$ cat src/rtl/rv32_multicycle_ctrl_if.sv
// Instruction/data memory handshake bundle between the multi-cycle controller and the memories.
interface rv32_multicycle_ctrl_if;
  logic imem_req;
  logic imem_ready;
  logic dmem_req;
  logic dmem_we;
  logic dmem_ready;

  modport master (
    output imem_req,
    input  imem_ready,
    output dmem_req,
    output dmem_we,
    input  dmem_ready
  );

  modport slave (
    input  imem_req,
    output imem_ready,
    input  dmem_req,
    input  dmem_we,
    output dmem_ready
  );
endinterface

$ cat src/rtl/rv32_multicycle_ctrl.sv
// Multi-cycle RV32I control FSM: fetch, decode, execute, memory, writeback over a shared datapath.
// Optional trap on unsupported opcodes when ILLEGAL_INSTR_TRAP_EN is defined.
module rv32_multicycle_ctrl #(
  parameter int unsigned MEM_TIMEOUT = 0,
  parameter int unsigned TO_W        = 8
) (
  input  logic                          clk,
  input  logic                          rst_n,
  rv32_multicycle_ctrl_if.master        mem,
  input  logic [31:0]                   instr,
  input  logic                          br_taken,
  output logic                          ir_we,
  output logic                          pc_we,
  output logic [1:0]                    pc_sel,
  output logic [1:0]                    alu_a_sel,
  output logic                          alu_b_sel,
  output logic                          rf_we,
  output logic [1:0]                    wb_sel,
  output logic                          retire,
  output logic                          bus_err,
`ifdef ILLEGAL_INSTR_TRAP_EN
  output logic                          illegal,
`endif
  output logic [2:0]                    state_o
);

  typedef enum logic [2:0] {
    StIdle   = 3'd0,
    StFetch  = 3'd1,
    StDecode = 3'd2,
    StExec   = 3'd3,
    StMem    = 3'd4,
    StWb     = 3'd5,
    StHalt   = 3'd6
  } state_e;

  localparam logic [6:0] OpLui    = 7'b0110111;
  localparam logic [6:0] OpAuipc  = 7'b0010111;
  localparam logic [6:0] OpJal    = 7'b1101111;
  localparam logic [6:0] OpJalr   = 7'b1100111;
  localparam logic [6:0] OpBranch = 7'b1100011;
  localparam logic [6:0] OpLoad   = 7'b0000011;
  localparam logic [6:0] OpStore  = 7'b0100011;
  localparam logic [6:0] OpOpImm  = 7'b0010011;
  localparam logic [6:0] OpOp     = 7'b0110011;

  localparam bit          ToEn   = (MEM_TIMEOUT != 0);
  localparam int unsigned ToLast = ToEn ? MEM_TIMEOUT - 1 : 0;

  state_e          state_q;
  logic [TO_W-1:0] wait_q;
  logic            imem_req_q;
  logic            dmem_req_q;
  logic            dmem_we_q;
  logic            bus_err_q;

  logic [6:0] opcode;
  logic [4:0] rd;
  logic       is_lui, is_auipc, is_jal, is_jalr, is_branch, is_load, is_store, is_opimm, is_op;
  logic       legal;
  logic       to_hit;
  logic       unused_instr;

  assign opcode       = instr[6:0];
  assign rd           = instr[11:7];
  assign unused_instr = ^instr[31:12];

  always_comb begin
    is_lui    = (opcode == OpLui);
    is_auipc  = (opcode == OpAuipc);
    is_jal    = (opcode == OpJal);
    is_jalr   = (opcode == OpJalr);
    is_branch = (opcode == OpBranch);
    is_load   = (opcode == OpLoad);
    is_store  = (opcode == OpStore);
    is_opimm  = (opcode == OpOpImm);
    is_op     = (opcode == OpOp);
    legal     = is_lui | is_auipc | is_jal | is_jalr | is_branch | is_load | is_store |
                is_opimm | is_op;
  end

  // Wait counter reaches its last allowed cycle; ready in the same cycle still wins.
  assign to_hit = ToEn && (wait_q == TO_W'(ToLast));

`ifdef ILLEGAL_INSTR_TRAP_EN
  logic illegal_q;
  assign illegal = illegal_q;
`endif

  always_ff @(posedge clk or negedge rst_n) begin
    if (!rst_n) begin
      state_q    <= StIdle;
      wait_q     <= '0;
      imem_req_q <= 1'b0;
      dmem_req_q <= 1'b0;
      dmem_we_q  <= 1'b0;
      bus_err_q  <= 1'b0;
`ifdef ILLEGAL_INSTR_TRAP_EN
      illegal_q  <= 1'b0;
`endif
    end else begin
      unique case (state_q)
        StIdle: begin
          state_q    <= StFetch;
          imem_req_q <= 1'b1;
        end
        StFetch: begin
          if (mem.imem_ready) begin
            state_q    <= StDecode;
            imem_req_q <= 1'b0;
            wait_q     <= '0;
          end else if (to_hit) begin
            state_q    <= StHalt;
            imem_req_q <= 1'b0;
            bus_err_q  <= 1'b1;
            wait_q     <= '0;
          end else if (ToEn) begin
            wait_q <= wait_q + TO_W'(1);
          end
        end
        StDecode: begin
`ifdef ILLEGAL_INSTR_TRAP_EN
          if (!legal) begin
            state_q   <= StHalt;
            illegal_q <= 1'b1;
          end else begin
            state_q <= StExec;
          end
`else
          state_q <= StExec;
`endif
        end
        StExec: begin
          if (is_branch) begin
            state_q    <= StFetch;
            imem_req_q <= 1'b1;
          end else if (is_load || is_store) begin
            state_q    <= StMem;
            dmem_req_q <= 1'b1;
            dmem_we_q  <= is_store;
          end else begin
            state_q <= StWb;
          end
        end
        StMem: begin
          if (mem.dmem_ready) begin
            dmem_req_q <= 1'b0;
            dmem_we_q  <= 1'b0;
            wait_q     <= '0;
            if (is_store) begin
              state_q    <= StFetch;
              imem_req_q <= 1'b1;
            end else begin
              state_q <= StWb;
            end
          end else if (to_hit) begin
            state_q    <= StHalt;
            dmem_req_q <= 1'b0;
            dmem_we_q  <= 1'b0;
            bus_err_q  <= 1'b1;
            wait_q     <= '0;
          end else if (ToEn) begin
            wait_q <= wait_q + TO_W'(1);
          end
        end
        StWb: begin
          state_q    <= StFetch;
          imem_req_q <= 1'b1;
        end
        StHalt: ;
        default: state_q <= StHalt;
      endcase
    end
  end

  // Handshake-qualified enables follow ready in the same cycle; selects follow the opcode.
  always_comb begin
    ir_we     = 1'b0;
    pc_we     = 1'b0;
    pc_sel    = 2'd0;
    alu_a_sel = 2'd0;
    alu_b_sel = 1'b0;
    rf_we     = 1'b0;
    wb_sel    = 2'd0;
    retire    = 1'b0;

    if (state_q inside {StDecode, StExec, StMem, StWb}) begin
      if (is_lui) begin
        alu_a_sel = 2'd2;
      end else if (is_auipc || is_jal) begin
        alu_a_sel = 2'd1;
      end
      alu_b_sel = is_opimm | is_load | is_store | is_jalr | is_lui | is_auipc | is_jal;
    end

    unique case (state_q)
      StFetch: ir_we = mem.imem_ready;
      StExec: begin
        if (is_branch) begin
          pc_we  = 1'b1;
          pc_sel = br_taken ? 2'd1 : 2'd0;
          retire = 1'b1;
        end
      end
      StMem: begin
        if (mem.dmem_ready && is_store) begin
          pc_we  = 1'b1;
          retire = 1'b1;
        end
      end
      StWb: begin
        rf_we  = legal && (rd != 5'd0);
        wb_sel = is_load ? 2'd1 : ((is_jal || is_jalr) ? 2'd2 : 2'd0);
        pc_we  = 1'b1;
        pc_sel = is_jal ? 2'd1 : (is_jalr ? 2'd2 : 2'd0);
        retire = 1'b1;
      end
      default: ;
    endcase
  end

  assign mem.imem_req = imem_req_q;
  assign mem.dmem_req = dmem_req_q;
  assign mem.dmem_we  = dmem_we_q;
  assign bus_err      = bus_err_q;
  assign state_o      = state_q;

endmodule

$ cat src/flat_wrapper.sv
// flat-port wrapper written by rule: the top's interface ports become plain ports
module rv32_multicycle_ctrl_flat 
#(
  parameter int unsigned MEM_TIMEOUT = 0,
  parameter int unsigned TO_W        = 8
)
  (clk, rst_n, instr, br_taken, ir_we, pc_we, pc_sel, alu_a_sel, alu_b_sel, rf_we, wb_sel, retire, bus_err, state_o, mem_imem_req, mem_imem_ready, mem_dmem_req, mem_dmem_we, mem_dmem_ready);
  rv32_multicycle_ctrl_if mem_i ();
  input  logic clk;
  input  logic rst_n;
  input  logic [31:0] instr;
  input  logic br_taken;
  output logic ir_we;
  output logic pc_we;
  output logic [1:0] pc_sel;
  output logic [1:0] alu_a_sel;
  output logic alu_b_sel;
  output logic rf_we;
  output logic [1:0] wb_sel;
  output logic retire;
  output logic bus_err;
  output logic [2:0] state_o;
  output wire logic [$bits(mem_i.imem_req)-1:0] mem_imem_req;
  input wire logic [$bits(mem_i.imem_ready)-1:0] mem_imem_ready;
  output wire logic [$bits(mem_i.dmem_req)-1:0] mem_dmem_req;
  output wire logic [$bits(mem_i.dmem_we)-1:0] mem_dmem_we;
  input wire logic [$bits(mem_i.dmem_ready)-1:0] mem_dmem_ready;
  assign mem_imem_req = mem_i.imem_req;
  assign mem_i.imem_ready = mem_imem_ready;
  assign mem_dmem_req = mem_i.dmem_req;
  assign mem_dmem_we = mem_i.dmem_we;
  assign mem_i.dmem_ready = mem_dmem_ready;
  rv32_multicycle_ctrl #(.MEM_TIMEOUT(MEM_TIMEOUT), .TO_W(TO_W)) u_core (.clk(clk), .rst_n(rst_n), .mem(mem_i), .instr(instr), .br_taken(br_taken), .ir_we(ir_we), .pc_we(pc_we), .pc_sel(pc_sel), .alu_a_sel(alu_a_sel), .alu_b_sel(alu_b_sel), .rf_we(rf_we), .wb_sel(wb_sel), .retire(retire), .bus_err(bus_err), .state_o(state_o));
endmodule
$ cat config.mk
export PLATFORM = sky130hd
export DESIGN_NAME = rv32_multicycle_ctrl_flat
export DESIGN_NICKNAME = d
export VERILOG_FILES = /design/src/rtl/rv32_multicycle_ctrl_if.sv /design/src/rtl/rv32_multicycle_ctrl.sv /design/src/flat_wrapper.sv
export SDC_FILE = /design/constraint.sdc
export NUM_CORES = 1
export LEC_CHECK = 0
export BUFFER_PORTS_ARGS = -buffer_cell sky130_fd_sc_hd__buf_4
export CAP_MARGIN = 40
export CORE_MARGIN = 10
export CORE_UTILIZATION = 37
export DETAILED_ROUTE_END_ITERATION = 12
export PLACE_DENSITY = 0.83
export SKIP_LAST_GASP = 1
export SLEW_MARGIN = 15
export SYNTH_ARGS = -nofsm -noshare
export SYNTH_HDL_FRONTEND = slang
export SYNTH_SLANG_ARGS = --single-unit
export TNS_END_PERCENT = 100
$ cat constraint.sdc
create_clock -name clk -period 3.3 [get_ports clk]
set_clock_uncertainty 0.15 [all_clocks]
set_input_delay 0.165 -clock clk [delete_from_list [all_inputs] [get_ports clk]]
set_output_delay 0.165 -clock clk [all_outputs]
set_load 0.02 [all_outputs]
; Word level (Yosys, flattened, before mapping)
; Index checks and enable logic that the tools add are counted.
[word_totals]
inputBits = 37
out_inout_bits = 18
regBits = 6
[classes]
muxes = 35
n_reduce_logical = 14
eq_ne = 21
bitwise = 15
[op_table]
columns = op, count
row1 = 7-bit by 6-bit == test with 1-bit output (second input constant), 3
row2 = 7-bit == test (second input constant), 3
row3 = 3-bit case mux with 6 select lines, 1
row4 = 1-bit two-way mux, 17
row5 = 2-bit two-way mux, 8
row6 = 7-bit by 5-bit == test with 1-bit output (second input constant), 2
row7 = 1-bit OR, 14
row8 = 3-bit two-way mux, 4
row9 = 3-bit == test (second input constant), 3
row10 = 4-bit nonzero test, 2
row11 = 7-bit by 2-bit == test with 1-bit output (second input constant), 1
row12 = 3-bit by 2-bit == test with 1-bit output (second input constant), 2
row13 = 2-bit by 1-bit inequality test with 1-bit output (second input constant), 3
row14 = 2-bit inequality test (second input constant), 3
row15 = 5-bit AND reduction, 1
row16 = 5-bit nonzero test, 1
row17 = 1-bit case mux with 2 select lines, 2
row18 = 1-bit case mux with 4 select lines, 1
row19 = 2-bit case mux with 2 select lines, 1
row20 = 4-bit AND reduction, 1
row21 = 3-bit by 1-bit == test with 1-bit output (second input constant), 1
row22 = 3-bit logical NOT, 1
row23 = 1-bit logical OR, 3
row24 = 1-bit case mux with 3 select lines, 1
row25 = 5 further kinds, 6

; Logic depth before layout (Yosys ltp)
; Gate-level depths: netlist (run 1).
[logic_depth]
depth_word = 11
mapped_depth = 6

; Worst setup path after synthesis (run 1)
; Ideal clock, no wire load.
[synth_timing]
path_kind = reg-to-output
startpoint = reg u_core.state_q[2] (netlist: u_core.state_o[2])
endpoint = out rf_we
t_required_ns = 2.985
stages_incl_launch_ff = 4
slack_ns = 1.460
t_arrival_ns = 1.525
cell_sequence = dfrtp_1 > buf_2 > nand3b_1 > nor4_1
[synth_via]
elab_chain_len = 2
[synth_rtl]
columns = item, line_no
row1 = "start, declared", rv32_multicycle_ctrl.sv:50  ; state_e state_q;
row2 = "start signal, assigned", rv32_multicycle_ctrl.sv:92  ; state_q <= StIdle;
row3 = "start signal, assigned", rv32_multicycle_ctrl.sv:104  ; state_q <= StFetch;
row4 = "start signal, assigned", rv32_multicycle_ctrl.sv:109  ; state_q <= StDecode;
row5 = 3-bit == test, rv32_multicycle_ctrl.sv:196  ; unique case (state_q)
row6 = 1-bit two-way mux, rv32_multicycle_ctrl.sv:196
row7 = "end, declared", flat_wrapper.sv:18  ; output logic rf_we;
; No other way between the ends.

; Worst setup path after layout (run 1)
[layout_timing]
startpoint = reg u_core.state_q[1] (netlist: u_core.state_o[1])
endpoint = out rf_we
; The elaborated chain is that of the path after synthesis.

==> metrics.yaml, run 1 <==
timing:
  timing.fmax_mhz: 521
  finalSetupViolCount: 0
  hold_viol: 0
  tns_ps: 0
  slew_viol_final: 0
  rsz0062_at_grt: "no"
  period_needed_ps: 1920
  finalCritPeriodShare_pct: 58.2
floorplan:
  core-area_um2: 1350
  die_width_um: 58.4
  initial_utilization_pct: 40.4
  rows: 13
  die_area_um2: 3410
  io_pins: 55
  die_y_um: 58.4
logic_synthesis:
  postSynthCellCount: 71
  synth-seq-cells: 6
  synth_seq_area_share_pct: 27.5
  yosys_warnings: 0
  synth_top_area_share_pct: 27.5
  synth_area_leader_cell: "dfrtp_1"
  syn-mean-instance-area_um2: 7.68
  synth_fp_nets: 108
  async_flop_share_pct: 100
  synthFlopType: "dfrtp_1"
  synth_edf_count: 0
  synth.area.top_cells: "dfrtp_1, nor2_1, and2_1"
  yosys.cell_types.count: 36
  syn_area_um2: 546
setup_path:
  required_ps: 2980
  crit_path_end_kind: "output pin"
  crit_fanout: 13
  critPathKind: "reg -> out"
  startpoint_type: "flop"
  cp.arrival_ps: 1610
detailed_routing:
  drt_iter0_drc: 28
  wl_per_cell_um: 14.6
  via_per_inst: 5.44
  drt_wl_total_um: 1720
  ant_nets: 0
  remaining_drc_errors: 0
  first_pass_iters: 4
  num_vias: 642
cts:
  cts_tree: "yes"
  clock-root-buffer: "clkbuf_4"
  clock_latency_ps: 240
  cts_buffers: 3
  numClockSinks: 6
  cts_buffer_depth: 2
  cts_resized: 0
  postCtsSetupBuffers: 0
  htreeDepth: 1
  cts.clk_slew.worst_paths_ps: 40
  cts_hold_buf: 1
run_status:
  status: "completed"
place:
  gp_congestion: 0.750
  post-dp-hpwl_um: 1420
  io_buffers: 33
power:
  p_leak_uw: 0.000392
  p_sw_uw: 230
  vdd_drop_max_mv: 0.459
  total_power_uw: 499
  p_int_uw: 269
  comb_power_share_pct: 56.2
  seqPwrFrac_pct: 30.3
  clkPwrFrac_pct: 13.5
  switching_share_pct: 46.1
  powerDensity_nw_per_um2: 618
layout:
  nets: 142
  diodes: 0
  drive_gt1_share_pct: 37.9
  area_delta_synth_final_pct: 48.2
global_route:
  grt_use_total_pct: 10.3
  grt_overflow_total: 0
  grt_first_pass_wirelength_um: 2860
  grt_pass1_vias: 634
  grt_start_max_net_pins: 14
  antenna_found_initial: 0
run:
  drv_cap: 0
worst_hold_path:
  hp-class: "in -> reg"
-- power by group through the flow --
stage,clock network (uW),registers [uW],logic [uW]
floorplan,0,154,177
finish,67.2,151,281
detailed placement,0,151,283
CTS,70.9,150,285
global placement,0,150,279
global route,78.0,158,305
-- metal layers --
| metal | track usage, % | share of wire (%) | vias to the layer above |
|---|---|---|---|
| met5 | 0 | 0 | - |
| met4 | 2.01 | 0 | 0 |
| met3 | 6.87 | 11 | 0 |
| met2 | 16.2 | 49 | 27 |
| met1 | 11.3 | 40 | 294 |
| li1 | - | - | 321 |
-- flip-flops by register name (all words and copies together), names as in the netlist --
name,count
u_core.mem.imem_req,1
u_core.mem.dmem_we,1
u_core.state_o,3
u_core.mem.dmem_req,1
-- stage by stage --
stage	hold slack, ps	worst slack, ps	instances	cell area, um^2	utilization, %
after global routing	44.5	1250	118	808	59.9
after detailed placement	-175	1660	114	776	57.5
after global placement	-174	1670	114	776	57.5
after floorplan	-281	1460	71	546	-
after CTS	51.3	1390	118	808	59.9
final	52.7	1380	118	808	59.9
-- worst paths after layout --
path	start	end	slack [ps]	cells after the start
setup / recovery	u_core.state_o[1]	rf_we	1380	3
hold / removal	instr[5]	u_core.mem.dmem_we	50	2
setup reg to reg	u_core.state_o[1]	u_core.mem.dmem_we	1730	3
hold reg to reg	u_core.mem.dmem_req	u_core.mem.dmem_req	360	2
max in group asynchronous	rst_n	u_core.state_o[1]	2780	2
min in group asynchronous	rst_n	u_core.state_o[0]	110	2
-- cell usage after synthesis, types with 2 or more instances --
cell type	instances
a22oi_1	2
and2_1	4
buf_2	2
buf_4	2
dfrtp_1	6
inv_1	4
nand2_1	5
nand2b_1	3
nand3_1	3
nand4_1	2
nor2_1	10
nor4_1	2
o21ai_0	3
-- cell type report --
class | count | area (um^2)
timing repair buffer | 34 | 258
clock buffer | 3 | 22.5
fill | 139 | 542
tap | 15 | 18.8
multi-input combinational | 56 | 344
inverter | 4 | 15.0
sequential | 6 | 150
-- worst max-delay path, cell delays in order, from the launching register on --
cell and delay, ps:
dfrtp_1 520, nand3b_1 320, nor4_1 320, buf_4 200
-- placed cells by master (no fill, tap or decap), types with 2 or more instances in the layout --
cell / n
buf_4: 33
a22oi_1: 2
nand3_1: 3
clkbuf_4: 3
nor4_1: 2
nand4_1: 2
and2_1: 4
o21ai_0: 3
dfrtp_1: 6
inv_1: 4
nor2_1: 10
nand2_1: 5
nand2b_1: 3
-- logic make-up (layout without fill, tap and decap cells) --
| group | after synthesis | after routing | share of synthesized area (%) |
|---|---|---|---|
| compound gates | 17 | 17 | 22.7 |
| xor+xnor | 1 | 1 | 1.61 |
| buf+inv | 9 | 41 | 9.40 |
| flops | 6 | 6 | 27.5 |
| mux | 1 | 1 | 2.06 |
| other cells | 1 | 1 | 0.687 |
| simple gates | 36 | 36 | 36.0 |
No activity file was read; power rests on OpenSTA's default activity.
==> inputs of run 2 (changes only) <==
- CORE_ASPECT_RATIO: not set -> 1.2
- CORE_UTILIZATION: 37 -> 31
- PLACE_DENSITY: 0.83 -> 0.74
- clock period: 3.3 -> 1.6 ns (I/O delays scaled with it)
==> run 2 against run 1 <==
  * The run now ends with negative setup slack left
  * Die area increased by 13%
  * Worst setup slack lost 1400 ps
  * Sequential share of layout area decreased by 2.3 points
  * Global-route usage down 1.2 points
==> metrics.yaml, run 2 (same netlist as run 1, synthesis figures left out) <==
setup_path:
  required_ps: 1370  # -1610 ps
  crit_path_end_kind: "output pin"
  r2r_cells: 4  # +1
  path_buf_inv: 1  # unchanged
  cp_slowest_cell: "dfrtp_2"
  crit_family: "simple AND/OR/NAND/NOR gates"
  cp.arrival_ps: 1380  # -230 ps
  path_cells: "xnor2_1 -> nor2_1 -> and2_1 -> and4_1 -> buf_6"
  worstReg2RegStart: "u_core.state_o[0]"
  crit_fanout: 5  # -8
  rr_endpoint: "u_core.mem.dmem_we"
  r2r_slack_ps: 70  # -1660 ps
  slowest_delay_ps: 430  # -90 ps
  startpoint_type: "flop"
  cp_num_cells: 5  # +2
  critPathKind: "reg -> out"
global_route:
  grt_first_pass_wirelength_um: 2900  # +1.2%
  grt_pass1_vias: 665  # +4.9%
  grt_use_total_pct: 9.12  # -1.2 points
  antenna_found_initial: 0  # unchanged
  grt_start_max_net_pins: 9  # -5
  grt_overflow_total: 0  # unchanged
power:
  total_power_uw: 1230  # +150%
  p_sw_uw: 533  # +130%
  p_leak_uw: 0.000455  # +16%
  p_int_uw: 694  # +160%
  powerDensity_nw_per_um2: 1310  # +110%
  seqPwrFrac_pct: 22.9  # -7.4 points
  comb_power_share_pct: 66.3  # +10 points
  vdd_drop_max_mv: 0.792  # +72%
  switching_share_pct: 43.4  # -2.7 points
  clkPwrFrac_pct: 10.8  # -2.7 points
cts:
  htreeDepth: 1  # unchanged
  cts_tree: "yes"
  clock_latency_ps: 240  # about the same
  clock-root-buffer: "clkbuf_4"
  cts.clk_slew.worst_paths_ps: 40  # about the same
  cts_buffers: 3  # unchanged
  cts_buffer_depth: 2  # unchanged
  numClockSinks: 6  # unchanged
timing:
  rsz0062_at_grt: "yes"
  tns_ps: -10.8  # -10.8 ps
  finalSetupViolCount: 1  # +1
  slew_viol_final: 0  # unchanged
  finalCritPeriodShare_pct: 101
  timing.fmax_mhz: 621
  period_needed_ps: 1610
  hold_viol: 0  # unchanged
  setup_ws_ps: -10.8  # -1390 ps
run:
  drv_cap: 0  # unchanged
floorplan:
  die_width_um: 58.3  # -0.17%
  core-area_um2: 1640  # +22%
  rows: 16  # +3
  die_y_um: 66.0  # +13%
  initial_utilization_pct: 33.2  # -7.2 points
  die_area_um2: 3840  # +13%
  io_pins: 55  # unchanged
layout:
  largest_register_ffs: 3  # unchanged
  diodes: 0  # unchanged
  final_cell_mix: "buf_4, nor2_1, nand2_1"
  fin_util_pct: 57.1  # -2.8 points
  design_area_um2: 937  # +16%
  nets: 150  # +5.6%
  area_delta_synth_final_pct: 71.8
  final_common_cell: "buf_4"
  nFillCells: 160  # +15%
  drive_gt1_share_pct: 51.4  # +13 points
place:
  post-dp-hpwl_um: 1530  # +7.8%
  place_ws_ps: 83.8  # -1580 ps
  gp_congestion: 0.865  # +15%
  io_buffers: 33  # unchanged
  place_area_um2: 816  # +5.2%
detailed_routing:
  first_pass_iters: 4  # unchanged
  wl_per_cell_um: 14.7  # +0.51%
  drt_wl_total_um: 1890  # +9.9%
  num_vias: 672  # +4.7%
  drt_iter0_drc: 18  # -36%
  remaining_drc_errors: 0  # unchanged
  ant_nets: 0  # unchanged
  via_per_inst: 5.21  # -4.3%
run_status:
  status: "complete, but fails checks"
  violations: "negative setup slack"
worst_hold_path:
  hp-start: "mem_imem_ready"
  hp-class: "in -> reg"
  hold_depth: 4  # +2
  min_delay_worst_endpoint: "u_core.state_o[0]"
## run 2: power groups by stage
| stage | registers (uW) | clock network [uW] | logic (uW) |
|---|---|---|---|
| 2_1_floorplan | 317 | 0 | 381 |
| 3_3_place_gp | 281 | 0 | 654 |
| 3_5_place_dp | 285 | 0 | 660 |
| 4_1_cts | 270 | 141 | 764 |
| 5_1_grt | 291 | 149 | 885 |
| 6_report | 281 | 133 | 813 |
## run 2: cell type report
class | count | area (um^2) | area share (%)
clock buffer | 3 | 22.5 | 2.40
inverter | 4 | 15.0 | 1.60
multi-input combinational | 56 | 389 | 41.5
sequential | 6 | 153 | 16.3
tap | 18 | 22.5 | 2.40
timing repair buffer | 42 | 335 | 35.8
## run 2: worst max path at each step
| stage | from | endpoint | slack [ps] |
|---|---|---|---|
| after floorplan | u_core.state_o[2] | wb_sel[0] | -10 |
| after global placement | u_core.state_o[2] | u_core.mem.imem_req | 100 |
| after detailed placement | u_core.state_o[2] | u_core.mem.imem_req | 80 |
| after CTS | u_core.state_o[0] | pc_we | -30 |
| after global routing | u_core.state_o[2] | alu_a_sel[1] | -90 |
| final | u_core.state_o[2] | alu_a_sel[1] | -10 |
## run 2: through the flow
stage	std cells	hold slack (ps)
finish	129	6.30
global route	129	31.6
CTS	128	3.96
detailed placement	119	-260
global placement	119	-262
floorplan	71	-366
## run 2: worst register-to-register path, cell delays in order (launching register included)
cell	delay [ps]
dfrtp_2	450
buf_4	160
nand2b_1	150
o31a_1	240
mux2_2	260
## run 2: what timing repair did
item                                   in CTS  in global routing
gates resized for setup                     4                  7
setup endpoints to repair                  11                  8
hold buffers                                2                  0
pin swaps                                   6                  2
setup buffers                               4                  1
endpoints found under the hold margin       7                  0
## run 2: metal layers
layer | part of all wire, % | GRT usage, %
met1 | 39 | 9.04
met4 | 1.1 | 3.53
met3 | 11 | 3.85
met2 | 49 | 16.2
met5 | 0 | 0
==> inputs of run 3 (changes only) <==
- CELL_PAD_IN_SITES_DETAIL_PLACEMENT: not set -> 0
- CELL_PAD_IN_SITES_GLOBAL_PLACEMENT: not set -> 1
- CORE_UTILIZATION: 31 -> 19
- PLACE_DENSITY: 0.74 -> 0.72
==> run 3 against run 2 <==
  * The flow now finishes without violations
  * Fmax is 1.3% higher
  * Sequential cell count unchanged
  * Worst setup slack improved by 21 ps
  * Register-to-register slack better by 40 ps
  * Critical path type unchanged
  * Largest power group unchanged
==> metrics.yaml, run 3 (same netlist as run 1, synthesis figures left out) <==
setup_path:
  startpoint_type: "flop"
  r2r_slack_ps: 110  # +40 ps
  path_cells: "xnor2_1 -> nor2_1 -> and2_1 -> and4_1 -> buf_6"
  required_ps: 1370  # about the same
  crit_fanout: 4  # -1
  critPathKind: "reg -> out"
  slowest_delay_ps: 420  # about the same
  path_buf_inv: 1  # unchanged
  crit_path_end_kind: "output pin"
  rr_endpoint: "u_core.mem.dmem_we"
  cp.arrival_ps: 1360  # -20 ps
  crit_family: "simple AND/OR/NAND/NOR gates"
  worstReg2RegStart: "u_core.state_o[0]"
  cp_slowest_cell: "dfrtp_2"
  r2r_cells: 4  # unchanged
cts:
  cts.clk_slew.worst_paths_ps: 50  # about the same
  htreeDepth: 1  # unchanged
  cts_buffer_depth: 2  # unchanged
  clock-root-buffer: "clkbuf_4"
  numClockSinks: 6  # unchanged
  clock_latency_ps: 240  # about the same
  cts_tree: "yes"
  cts_buffers: 3  # unchanged
global_route:
  grt_pass1_vias: 720  # +8.3%
  grt_use_total_pct: 7.06  # -2.1 points
  antenna_found_initial: 0  # unchanged
  grt_start_max_net_pins: 11  # +2
  grt_overflow_total: 0  # unchanged
  grt_first_pass_wirelength_um: 3100  # +6.9%
timing:
  timing.fmax_mhz: 629  # +1.3%
  whs_ps: 13.3  # +6.98 ps
  rsz0062_at_grt: "yes"
  slew_viol_final: 0  # unchanged
  period_needed_ps: 1590  # -21.0 ps
  tns_ps: 0  # +10.8 ps
  finalCritPeriodShare_pct: 99.4  # -1.3 points
  hold_viol: 0  # unchanged
  finalSetupViolCount: 0  # -1
floorplan:
  core-area_um2: 2790  # +70%
  die_y_um: 78.7  # +19%
  rows: 21  # +5
  initial_utilization_pct: 19.6  # -14 points
  io_pins: 55  # unchanged
  die_area_um2: 5420  # +41%
  die_width_um: 68.9  # +18%
layout:
  drive_gt1_share_pct: 52.6  # +1.3 points
  design_area_um2: 993  # +6.0%
  largest_register_ffs: 3  # unchanged
  diodes: 0  # unchanged
  fin_util_pct: 35.7  # -21 points
  final_common_cell: "buf_4"
  area_delta_synth_final_pct: 82.1
  nets: 153  # +2.0%
  final_cell_mix: "buf_4, nor2_1, nand2_1"
detailed_routing:
  ant_nets: 0  # unchanged
  remaining_drc_errors: 0  # unchanged
  drt_iter0_drc: 61  # +43
  num_vias: 670  # -0.30%
  first_pass_iters: 4  # unchanged
  drt_wl_total_um: 1970  # +4.3%
  wl_per_cell_um: 13.3  # -9.1%
  via_per_inst: 4.53  # -13%
power:
  powerDensity_nw_per_um2: 1270  # -3.2%
  p_leak_uw: 0.000469  # +3.0%
  vdd_drop_max_mv: 0.884  # +12%
worst_hold_path:
  hp-class: "in -> reg"
  hp-start: "mem_dmem_ready"
  min_delay_worst_endpoint: "u_core.state_o[0]"
  hold_depth: 3  # -1
place:
  gp_congestion: 0.769  # -11%
  io_buffers: 33  # unchanged
  post-dp-hpwl_um: 1620  # +5.8%
  place_area_um2: 836  # +2.5%
run:
  drv_cap: 0  # unchanged
run_status:
  status: "completed"
==> run 3: changes by cell type in the layout (fill, tap and decap cells not counted) <==
cell and delta:
nand2b_4 -1, nor4_2 -1, dlygate4sd3_1 +1, buf_4 +2, nor2_1 -1, nor2_4 +1, nor4_4 +1, a21boi_1 +1
a21boi_0 -1, nand2b_2 +1
==> run 3: through the flow <==
stage,power (uW),setup slack (ps),cells
global placement,947,91.8,135
finish,1260,10.2,148
detailed placement,951,114,135
floorplan,697,-10.0,71
global route,1370,-73.8,148
CTS,1250,-31.5,147
==> run 3: layout make-up <==
class | instances | area (um^2)
Timing Repair Buffer | 45 | 360
Sequential cell | 6 | 153
Tap cell | 34 | 42.5
Multi-Input combinational cell | 56 | 400
Inverter | 4 | 15.0
Fill cell | 301 | 1790
Clock buffer | 3 | 22.5
==> run 3: metal layers <==
metal / vias to the layer above / global-route usage (%) / part of all wire, %
met3: 2 / 3.51 / 17
met5: - / 0 / 0
met4: 0 / 3.36 / 0.36
li1: 343 / - / -
met2: 32 / 10.5 / 43
met1: 293 / 8.10 / 40
==> run 3: what timing repair did <==
action / CTS / global route
hold buffers: 3 / 0
pin swaps: 6 / 2
resized for setup: 9 / 6
endpoints found under the setup margin: 9 / 9
setup buffers: 6 / 1
endpoints found under the hold margin: 9 / 0
==> run 3: how the worst max path moves through the flow <==
| stage | from | to | depth (start not counted) |
|---|---|---|---|
| floorplan | u_core.state_o[2] | wb_sel[0] | 3 |
| detailed placement | u_core.state_o[2] | pc_sel[0] | 4 |
| global route | u_core.state_o[2] | alu_a_sel[1] | 5 |
| CTS | u_core.state_o[2] | alu_a_sel[1] | 5 |
| global placement | u_core.state_o[2] | pc_sel[0] | 4 |
| finish | u_core.state_o[2] | alu_a_sel[1] | 5 |
==> run 3: report_power, final <==
| group | leakage [uW] | switching, uW | internal [uW] | total [uW] |
|---|---|---|---|---|
| logic | 0.000383 | 429 | 421 | 850 |
| clock network | 0.0000138 | 53.1 | 84.7 | 138 |
| registers | 0.0000714 | 58.8 | 212 | 270 |
==> run 3: worst register-to-register path, stage by stage (launching register included) <==
cell,delay [ps]
dfrtp_2,440
buf_4,150
nand2b_1,140
o31a_1,240
mux2_2,250
